[src/rtl/poly_pkg.sv]
// Shared definitions for the polynomial datapath: sizing constants and the
// evaluator state encoding. The upstream polynomial adder uses them too.
package poly_pkg;

  localparam int NCOEF = 6;   // coefficient slots
  localparam int CW    = 8;   // coefficient / evaluation point width
  localparam int RW    = 16;  // result width

  typedef enum logic [1:0] {
    IDLE = 2'd0,
    LOAD = 2'd1,
    EVAL = 2'd2
  } state_t;

endpackage

[src/rtl/poly_mac.sv]
// One Horner step: acc_next = acc * x + c, unsigned.
// Build option POLY_EVAL_SAT_EN: when defined, the product and the sum each
// clamp to all-ones on overflow; otherwise both wrap modulo 2^RW.
module poly_mac #(
  parameter int CW = poly_pkg::CW,
  parameter int RW = poly_pkg::RW
) (
  input  logic [RW-1:0] acc,
  input  logic [CW-1:0] x,
  input  logic [CW-1:0] c,
  output logic [RW-1:0] acc_next
);

`ifdef POLY_EVAL_SAT_EN
  logic [RW+CW-1:0] prod_full;
  logic [RW-1:0]    prod_red;
  logic [RW:0]      sum_full;

  // Full-width product, then clamp each stage on carry-out.
  always_comb begin
    prod_full = acc * x;
    prod_red  = (|prod_full[RW+CW-1:RW]) ? '1 : prod_full[RW-1:0];
    sum_full  = {1'b0, prod_red} + (RW+1)'(c);
    acc_next  = sum_full[RW] ? '1 : sum_full[RW-1:0];
  end
`else
  logic [RW-1:0] prod_red;

  // Keeping only the low RW bits of the full product is the same as
  // reducing it modulo 2^RW, so the upper product bits are never built.
  always_comb begin
    prod_red = RW'(acc * x);
    acc_next = prod_red + RW'(c);
  end
`endif

endmodule

[src/rtl/poly_eval.sv]
// Polynomial evaluator: collects up to NCOEF coefficients (lowest degree
// first) while in_wr is high, then evaluates them at Xp with Horner's rule,
// one multiply-add per clock. Build option POLY_EVAL_SAT_EN selects
// saturating instead of wrapping arithmetic inside poly_mac.
module poly_eval #(
  parameter int NCOEF = poly_pkg::NCOEF,
  parameter int CW    = poly_pkg::CW,
  parameter int RW    = poly_pkg::RW
) (
  input  logic          Clk,
  input  logic          Rst_n,
  input  logic          in_wr,
  input  logic [CW-1:0] in_R,
  input  logic [CW-1:0] Xp,
  output logic          busy,
  output logic          done,
  output logic [RW-1:0] Y,
  output logic          ovf
);
  import poly_pkg::*;

  localparam int CNTW = $clog2(NCOEF + 1);

  state_t          state_reg;
  logic [CNTW-1:0] count_reg;
  logic [CNTW-1:0] idx_reg;
  logic [RW-1:0]   acc_reg;
  logic [CW-1:0]   x_reg;
  logic [RW-1:0]   y_reg;
  logic            done_reg;
  logic            busy_reg;
  logic            ovf_reg;

  logic [CW-1:0]   coef_mem [NCOEF];
  logic            coef_we;
  logic [CNTW-1:0] wr_addr;
  logic [CW-1:0]   last_coef;
  logic [RW-1:0]   mac_next;

  // Decide whether this edge stores in_R and into which slot. EVAL never
  // writes, so a stray strobe during evaluation cannot disturb the set.
  always_comb begin
    coef_we = 1'b0;
    wr_addr = count_reg;
    if (in_wr) begin
      if (state_reg == IDLE) begin
        coef_we = 1'b1;
        wr_addr = '0;
      end else if (state_reg == LOAD && count_reg < CNTW'(NCOEF)) begin
        coef_we = 1'b1;
      end
    end
  end

  genvar gi;
  for (gi = 0; gi < NCOEF; gi++) begin : g_coef
    logic [CW-1:0] slot_reg;

    // Capture the incoming coefficient when this slot is addressed.
    always_ff @(posedge Clk or negedge Rst_n) begin
      if (!Rst_n)
        slot_reg <= '0;
      else if (coef_we && wr_addr == CNTW'(gi))
        slot_reg <= in_R;
    end

    assign coef_mem[gi] = slot_reg;
  end

  assign last_coef = coef_mem[count_reg - CNTW'(1)];

  poly_mac #(
    .CW (CW),
    .RW (RW)
  ) u_mac (
    .acc      (acc_reg),
    .x        (x_reg),
    .c        (coef_mem[idx_reg]),
    .acc_next (mac_next)
  );

  // Control FSM with registered status outputs; idx walks down to 0.
  always_ff @(posedge Clk or negedge Rst_n) begin
    if (!Rst_n) begin
      state_reg <= IDLE;
      count_reg <= '0;
      idx_reg   <= '0;
      acc_reg   <= '0;
      x_reg     <= '0;
      y_reg     <= '0;
      done_reg  <= 1'b0;
      busy_reg  <= 1'b0;
      ovf_reg   <= 1'b0;
    end else begin
      done_reg <= 1'b0;
      case (state_reg)
        IDLE: begin
          if (in_wr) begin
            count_reg <= CNTW'(1);
            ovf_reg   <= 1'b0;
            state_reg <= LOAD;
          end
        end
        LOAD: begin
          if (in_wr) begin
            if (count_reg < CNTW'(NCOEF))
              count_reg <= count_reg + CNTW'(1);
            else
              ovf_reg <= 1'b1;
          end else if (count_reg == CNTW'(1)) begin
            // A constant polynomial needs no multiply-add.
            acc_reg   <= RW'(last_coef);
            y_reg     <= RW'(last_coef);
            done_reg  <= 1'b1;
            state_reg <= IDLE;
          end else begin
            x_reg     <= Xp;
            acc_reg   <= RW'(last_coef);
            idx_reg   <= count_reg - CNTW'(2);
            busy_reg  <= 1'b1;
            state_reg <= EVAL;
          end
        end
        EVAL: begin
          acc_reg <= mac_next;
          if (idx_reg == '0) begin
            y_reg     <= mac_next;
            done_reg  <= 1'b1;
            busy_reg  <= 1'b0;
            state_reg <= IDLE;
          end else begin
            idx_reg <= idx_reg - CNTW'(1);
          end
        end
        default: begin
          busy_reg  <= 1'b0;
          state_reg <= IDLE;
        end
      endcase
    end
  end

  assign busy = busy_reg;
  assign done = done_reg;
  assign Y    = y_reg;
  assign ovf  = ovf_reg;

endmodule
[config.mk]
export PLATFORM = sky130hd
export DESIGN_NAME = poly_eval
export DESIGN_NICKNAME = d
export VERILOG_FILES = /design/src/rtl/poly_pkg.sv /design/src/rtl/poly_mac.sv /design/src/rtl/poly_eval.sv
export SDC_FILE = /design/constraint.sdc
export NUM_CORES = 1
export LEC_CHECK = 0
export CAP_MARGIN = 20
export CORE_MARGIN = 2
export CORE_UTILIZATION = 25
export DETAILED_ROUTE_END_ITERATION = 10
export SYNTH_ARGS = -nofsm -noshare
export SYNTH_HDL_FRONTEND = slang
export SYNTH_SLANG_ARGS = --single-unit
[constraint.sdc]
create_clock -name Clk -period 10.85 [get_ports Clk]
set_input_delay 2.7125 -clock Clk [delete_from_list [all_inputs] [get_ports Clk]]
set_output_delay 2.7125 -clock Clk [all_outputs]
set_load 0.005 [all_outputs]
==> impl_results.md, run 1 <==
- Status: finished clean
- FF+latch count, synth: 99
- Nets: 926
- Drt initial violations: 238
- Setup CP Type: flip-flop to flip-flop
- Post-route ant nets: 0
- Largest family of logic cells by synthesized area: adder cells
- Synth Area in Adders: 0.229
- Rel. slew slack: 0.304
- Routed WL: 18900 um
- Wire per inst: 15.6 um
- Drt pass-1 iters: 4
- First-pass GRT wire length: around 31000 um
- RSZ-0062 raised after global routing: no
- Prevailing post-synth register cell: dfrtp_1
- Vias in the first global route: 5877
- Clock buffer depth: 2
- Final setup TNS: 0 ps
- Cells after Synth: 773
- P&R area growth vs syn: 13.6%
- Max reg flops: 48
- Largest net degree at the start of global routing: 62
- Hold slack: 485 ps
- Synth Area in XOR/XNOR: 0.0277
- Fin crit period: approximately 5700 ps
- Area leader, netlist: dfrtp_1
- Drt drc: 0
- CTS tree: yes
- # diodes: 0
- Mux contribution to synthesized area: 0.155
- Die area: 0.0338 mm^2
- Yosys cell types: 55
- Initial Util: 0.255
- Fillers: 3351
- Syn nets: 900
- Simple-Gate Fraction of Synth Area: 0.130
- Multi-input combinational cell area: 0.00505 mm^2
- All-layer global routing usage: 0.119
- Worst-margin pin slew: 1040 ps
- Max Clock Freq: between 0.15 and 0.2 GHz
- HPWL after detailed placement: 14300 um
- CP arrival: 5980 ps
- Clk_lat worst skew: about 360 ps
- Final cell count without fillers: approximately 1200
- Post-CTS Repair Setup Buffers: 0
- CTS root buf: clkbuf_16
- Antenna violations before repair: 0
- Syn avg cell area: around 10 um^2
- Crit end category: flip-flop
- DIE HEIGHT: approximately 180 um
- Hold crit path type: flip-flop to flip-flop
- YS warnings: 0
- Gates resized, CTS repair: 0
- Sequential area share after synthesis: 0.306
- Ports: 38
- Final hold vios: 0
- CTS sink count: 99
- Critical Path Source Type: flip-flop
- Register area: 0.00248 mm^2
- Final Skew: 15.5 ps
- Max Cap Viol: 0
- Tcrit/Tclk final: 0.524
- Area contributors post-synth: dfrtp_1 31%, fa_1 17%, mux2_2 8.6%
- Worst Path Required: ~11000 ps
- Core ar.: 0.0317 mm^2
- # setup viols final: 0
- Area share of the largest cell type after synthesis: 0.306
- Placed insts: 1189
- Port-buffer cells: 37
- Num rows: 65
- Routability-driven placement congestion ratio: just over 0.8
- CTS buffer count: 9
- Ys async rst share: 1.00
- Vias per cell: 4.59
- Post-synthesis compound-gate area fraction: 0.0834
- Hold-fix buffers, CTS: 0
- Share of post-route cells with drive strength above 1: 0.126
- Chip width: 184 um
- Total number of vias: 5528
- Slew Limit Fails: 0
- Mapped Area: 0.00810 mm^2
- CTS clk-pin slew, worst paths: 80 ps
- EDFF count, synth: 0
- Global route total overflow: 0
- Maximum fanout along the worst path: 18
- H-Tree Depth: 3
layout by cell type, fill, tap and decap left out, types with 5 or more instances in the layout:
cell / n
mux4_1: 6
clkdlybuf4s50_1: 36
o21a_1: 5
nand2_1: 79
dfrtp_1: 99
inv_1: 113
and2_1: 71
o21ai_0: 31
xor2_1: 9
nor2_1: 23
buf_4: 6
clkbuf_16: 9
mux4_2: 10
fa_1: 67
nand3_1: 6
o31ai_1: 5
mux2i_1: 17
ha_1: 41
xnor2_1: 14
mux2_2: 62
a21oi_1: 24
metrics by stage:
| step | util | setup WS, ps | cell area, um^2 |
|---|---|---|---|
| 4_1_cts | 0.289 | 5160 | 9180 |
| 6_report | 0.290 | 5160 | 9200 |
| 3_3_place_gp | 0.280 | 5370 | 8870 |
| 3_5_place_dp | 0.280 | 5220 | 8870 |
| 5_1_grt | 0.290 | 4810 | 9200 |
| 2_1_floorplan | - | 5950 | 8100 |
cell usage after synthesis, types with 3 or more instances:
cell type,instances
a21oi_1,24
mux2i_1,17
buf_2,8
ha_1,41
nand3_1,6
clkbuf_1,15
a221oi_1,3
o31ai_1,5
xnor2_1,14
o21a_1,5
nand4_1,3
inv_1,113
a221o_1,3
o21ai_1,3
fa_1,67
a21o_1,4
nand2_1,79
o21ai_0,31
mux2_2,62
mux4_1,6
nor3_1,4
dfrtp_1,99
and2_1,71
buf_1,3
nand2b_1,3
xor2_1,9
nor2_1,23
mux4_2,10
nor2b_1,4
a22o_1,4
routing by layer:
| layer | vias up | track usage | share of wire |
|---|---|---|---|
| met3 | 20 | 0.0147 | 0.022 |
| met2 | 64 | 0.207 | 0.50 |
| met1 | 2841 | 0.156 | 0.46 |
| met5 | - | 0 | 0 |
| met4 | 0 | 0.0307 | 0.015 |
| li1 | 2603 | - | - |
final timing paths:
| path | from | endpoint | slack (ps) | cells past startpoint |
|---|---|---|---|---|
| max | idx_reg[0]$_DFFE_PN0P_ | Y[14]$_DFFE_PN0P_ | 5160 | 15 |
| min | acc_reg[15]$_DFFE_PN0P_ | acc_reg[15]$_DFFE_PN0P_ | 480 | 2 |
| max reg2reg | idx_reg[0]$_DFFE_PN0P_ | Y[14]$_DFFE_PN0P_ | 5160 | 15 |
| min reg2reg | acc_reg[15]$_DFFE_PN0P_ | acc_reg[15]$_DFFE_PN0P_ | 480 | 2 |
| max in group asynchronous | Rst_n | g_coef[3].slot_reg[4]$_DFFE_PN0P_ | 7350 | 2 |
| min in group asynchronous | Rst_n | Y[6]$_DFFE_PN0P_ | 2330 | 1 |
cells by family after synthesis:
logic type                 count (synthesis)
and+or+nand+nor                          203
buffers and inverters                    143
adders and majority gates                108
AOI/OAI and AO/OA                        101
DFF                                       99
muxes                                     95
xor gates and xnor gates                  24
worst max-delay path, stage by stage, from the launching register on:
cell and delay (ps):
dfrtp_1 1030, mux4_2 600, a21oi_1 260, fa_1 460, inv_1 90, fa_1 410
inv_1 80, fa_1 430, fa_1 540, inv_1 40, ha_1 310, inv_1 80
o21ai_0 250, a41oi_1 310, a2111oi_0 540, nand3b_1 170
layout make-up:
type / instances / share of cell area
sequential: 99 / 0.269
multi-input combinational: 531 / 0.550
clock inverter: 5 / 0.00762
timing repair buffer: 43 / 0.0457
inverter: 115 / 0.0469
tap: 402 / 0.0547
clock buffer: 10 / 0.0260
Power of run 1 is left out: the tool's default activity adds up to more than one toggle a clock period on the data nets, which glitch-free logic cannot reach.
==> run 2, diff against run 1 <==
==> constraint.sdc (replaced) <==
create_clock -name Clk -period 5.1 [get_ports Clk]
set_input_delay 1.275 -clock Clk [delete_from_list [all_inputs] [get_ports Clk]]
set_output_delay 1.275 -clock Clk [all_outputs]
set_load 0.005 [all_outputs]
==> run 2 against run 1 <==
Against the previous run: global-route usage is 0.33 points higher; worst setup slack got worse by 5000 ps; clock-buffer cell count did not move.
==> impl_results.md, run 2 (synthesis gave the netlist of run 1 again) <==
- Status: finished clean
- Initial Util: 0.255 (unchanged)
- Antenna violations before repair: 0 (unchanged)
- CTS buffer count: 9 (unchanged)
- CP Cell Sequence: buf_12 > mux4_2 > a21oi_2 > fa_1 > inv_1 > fa_1 > ha_1 > inv_1 > fa_1 > inv_1 > fa_2 > a211oi_2 > o21ai_1 > a311oi_2 > xnor2_1 > nand2_1 > o21ai_0
- Met1 WL: 8850 um (+2.3%)
- Fillers: 3301 (-1.5%)
- Tcrit/Tclk final: 0.965 (+0.441)
- Share of post-route cells with drive strength above 1: 0.138 (+0.0127)
- R2R Path End: Y[13]$_DFFE_PN0P_
- Commonest non-fill, non-tap cell in the layout: inv_1
- Hold crit path type: flip-flop to flip-flop
- Port-buffer cells: 37 (unchanged)
- DIE HEIGHT: 184 um (unchanged)
- Drt initial violations: 226 (-5.0%)
- Worst slack, placed: 57.8 ps (-5160 ps)
- Top sig layer: met4
- # setup viols final: 0 (unchanged)
- CTS root buf: clkbuf_16
- Wire length on met2: 9530 um (+0.26%)
- Core ar.: 0.0317 mm^2 (unchanged)
- Global route total overflow: 0 (unchanged)
- Max reg flops: 48 (unchanged)
- First-pass GRT wire length: 32400 um (+3.0%)
- Drt pass-1 iters: 4 (unchanged)
- Worst-margin pin slew: 899 ps (-146 ps)
- Ports: 38 (unchanged)
- Rel. slew slack: 0.398 (+0.0945)
- Nets: 931 (+0.54%)
- Max Clock Freq: 0.203 GHz (+16%)
- Hold wc startpoint: Y[9]$_DFFE_PN0P_
- CP arrival: 5200 ps (-780 ps)
- Critical Path Source Type: flip-flop
- RSZ-0062 raised after global routing: yes
- All-layer global routing usage: 0.122 (+0.00326)
- Total number of vias: 5549 (+0.38%)
- Final Skew: 14.4 ps (-1.03 ps)
- Largest net degree at the start of global routing: 66 (+6.5%)
- Max Cap Viol: 0 (unchanged)
- Maximum fanout along the worst path: 13 (-5)
- Slew Limit Fails: 0 (unchanged)
- WP buf/inv: 4 (unchanged)
- Crit end category: flip-flop
- Routability-driven placement congestion ratio: 0.847 (+3.6%)
- Final WS setup: 178 ps (-4990 ps)
- Vias per cell: 4.58 (-0.12%)
- Post-CTS Repair Setup Buffers: 0 (unchanged)
- HPWL after detailed placement: 14600 um (+1.6%)
- Clk_lat worst skew: 360 ps (about the same)
- Num rows: 65 (unchanged)
- Routed WL: 19300 um (+2.4%)
- Reg-to-reg startpoint: idx_reg[0]$_DFFE_PN0P_
- H-Tree Depth: 3 (unchanged)
- Final hold vios: 0 (unchanged)
- Clock buffer depth: 2 (unchanged)
- R2r setup slk: 180 ps (-4990 ps)
- Chip width: 184 um (unchanged)
- P&R area growth vs syn: 14.8%
- Post-route ant nets: 0 (unchanged)
- Fin crit period: 4920 ps (-765 ps)
- Setup CP Type: flip-flop to flip-flop
- Drt drc: 0 (unchanged)
- Vias in the first global route: 5841 (-0.61%)
- CTS clk-pin slew, worst paths: 70 ps (about the same)
- CTS tree: yes
- Hold path endpoint: Y[9]$_DFFE_PN0P_
- Worst r2r path cells: 17 (+2)
- Max incr delay on CP: 520 ps (-510 ps)
- Worst Path Required: 5370 ps (-5770 ps)
- Met3 wire length: 574 um (+39%)
- Most frequent cells in the layout: 113 x inv_1, 99 x dfrtp_1, 79 x nand2_1
- Worst hold stages: 2 (unchanged)
- Max stage delay cell, worst path: mux4_2
- Wire per inst: 15.9 um (+1.9%)
- # diodes: 0 (unchanged)
- Die area: 0.0338 mm^2 (unchanged)
- Crit. path cell count: 17 (+2)
- CTS sink count: 99 (unchanged)
- Family with the most delay on the worst path: adder cells
## run 2: what timing repair did
action                                  in CTS  in global routing
hold endpoints to repair                     0                  0
endpoints found under the setup margin       2                 11
hold buffers                                 0                  0
resized for setup                            2                  6
pin swaps                                    0                  4
## run 2: layout make-up
| cell class | count | area (um^2) | area share |
|---|---|---|---|
| Timing Repair Buffer | 48 | 463 | 0.0498 |
| Inverter | 115 | 432 | 0.0465 |
| Clock buffer | 10 | 239 | 0.0257 |
| Tap cell | 402 | 503 | 0.0541 |
| Multi-Input combinational cell | 531 | 5080 | 0.547 |
| Clock inverter | 6 | 100 | 0.0108 |
| Sequential cell | 99 | 2480 | 0.267 |
## run 2: layer usage
metal / vias up / global-route usage
li1: 2621 / -
met1: 2808 / 0.162
met2: 96 / 0.205
met3: 24 / 0.0170
met4: 0 / 0.0371
met5: - / 0
## run 2: how the worst max path moves through the flow
stage,startpoint,to,slack (ps)
2_1_floorplan,idx_reg[0]$_DFFE_PN0P_,Y[12]$_DFFE_PN0P_,200
3_3_place_gp,idx_reg[0]$_DFFE_PN0P_,Y[12]$_DFFE_PN0P_,180
3_5_place_dp,idx_reg[0]$_DFFE_PN0P_,Y[13]$_DFFE_PN0P_,60
4_1_cts,idx_reg[0]$_DFFE_PN0P_,Y[13]$_DFFE_PN0P_,100
5_1_grt,idx_reg[0]$_DFFE_PN0P_,Y[14]$_DFFE_PN0P_,-3
6_report,idx_reg[0]$_DFFE_PN0P_,Y[13]$_DFFE_PN0P_,180
## run 2: worst register-to-register path: stages, from the launching register on
cell	delay (ps)
dfrtp_1	390
buf_12	180
mux4_2	530
a21oi_2	170
fa_1	430
inv_1	100
fa_1	450
ha_1	300
inv_1	50
fa_1	520
inv_1	70
fa_2	420
a211oi_2	320
o21ai_1	180
a311oi_2	310
xnor2_1	150
nand2_1	80
o21ai_0	190
## run 2: metrics by stage
step            util  TNS (ps)  area [um^2]  std cells  hold slack [ps]
3_5_place_dp   0.281         0         8930       1195              473
3_3_place_gp   0.281         0         8930       1195              464
2_1_floorplan      -         0         8100        773              450
6_report       0.293         0         9290       1211              491
5_1_grt        0.293     -2.96         9290       1211              520
4_1_cts        0.293         0         9280       1211              497
Power of run 2 is left out for the same reason.
==> run 3, diff against run 2 <==
--- a/config.mk
+++ b/config.mk
@@ -9,6 +9,7 @@
 export CORE_MARGIN = 2
 export CORE_UTILIZATION = 25
 export DETAILED_ROUTE_END_ITERATION = 10
+export GPL_ROUTABILITY_DRIVEN = 0
 export SYNTH_ARGS = -nofsm -noshare
 export SYNTH_HDL_FRONTEND = slang
 export SYNTH_SLANG_ARGS = --single-unit
==> results of run 3 <==
Final layout, timing and power as in run 2 (identical DEF).
Power of run 3 is left out for the same reason.
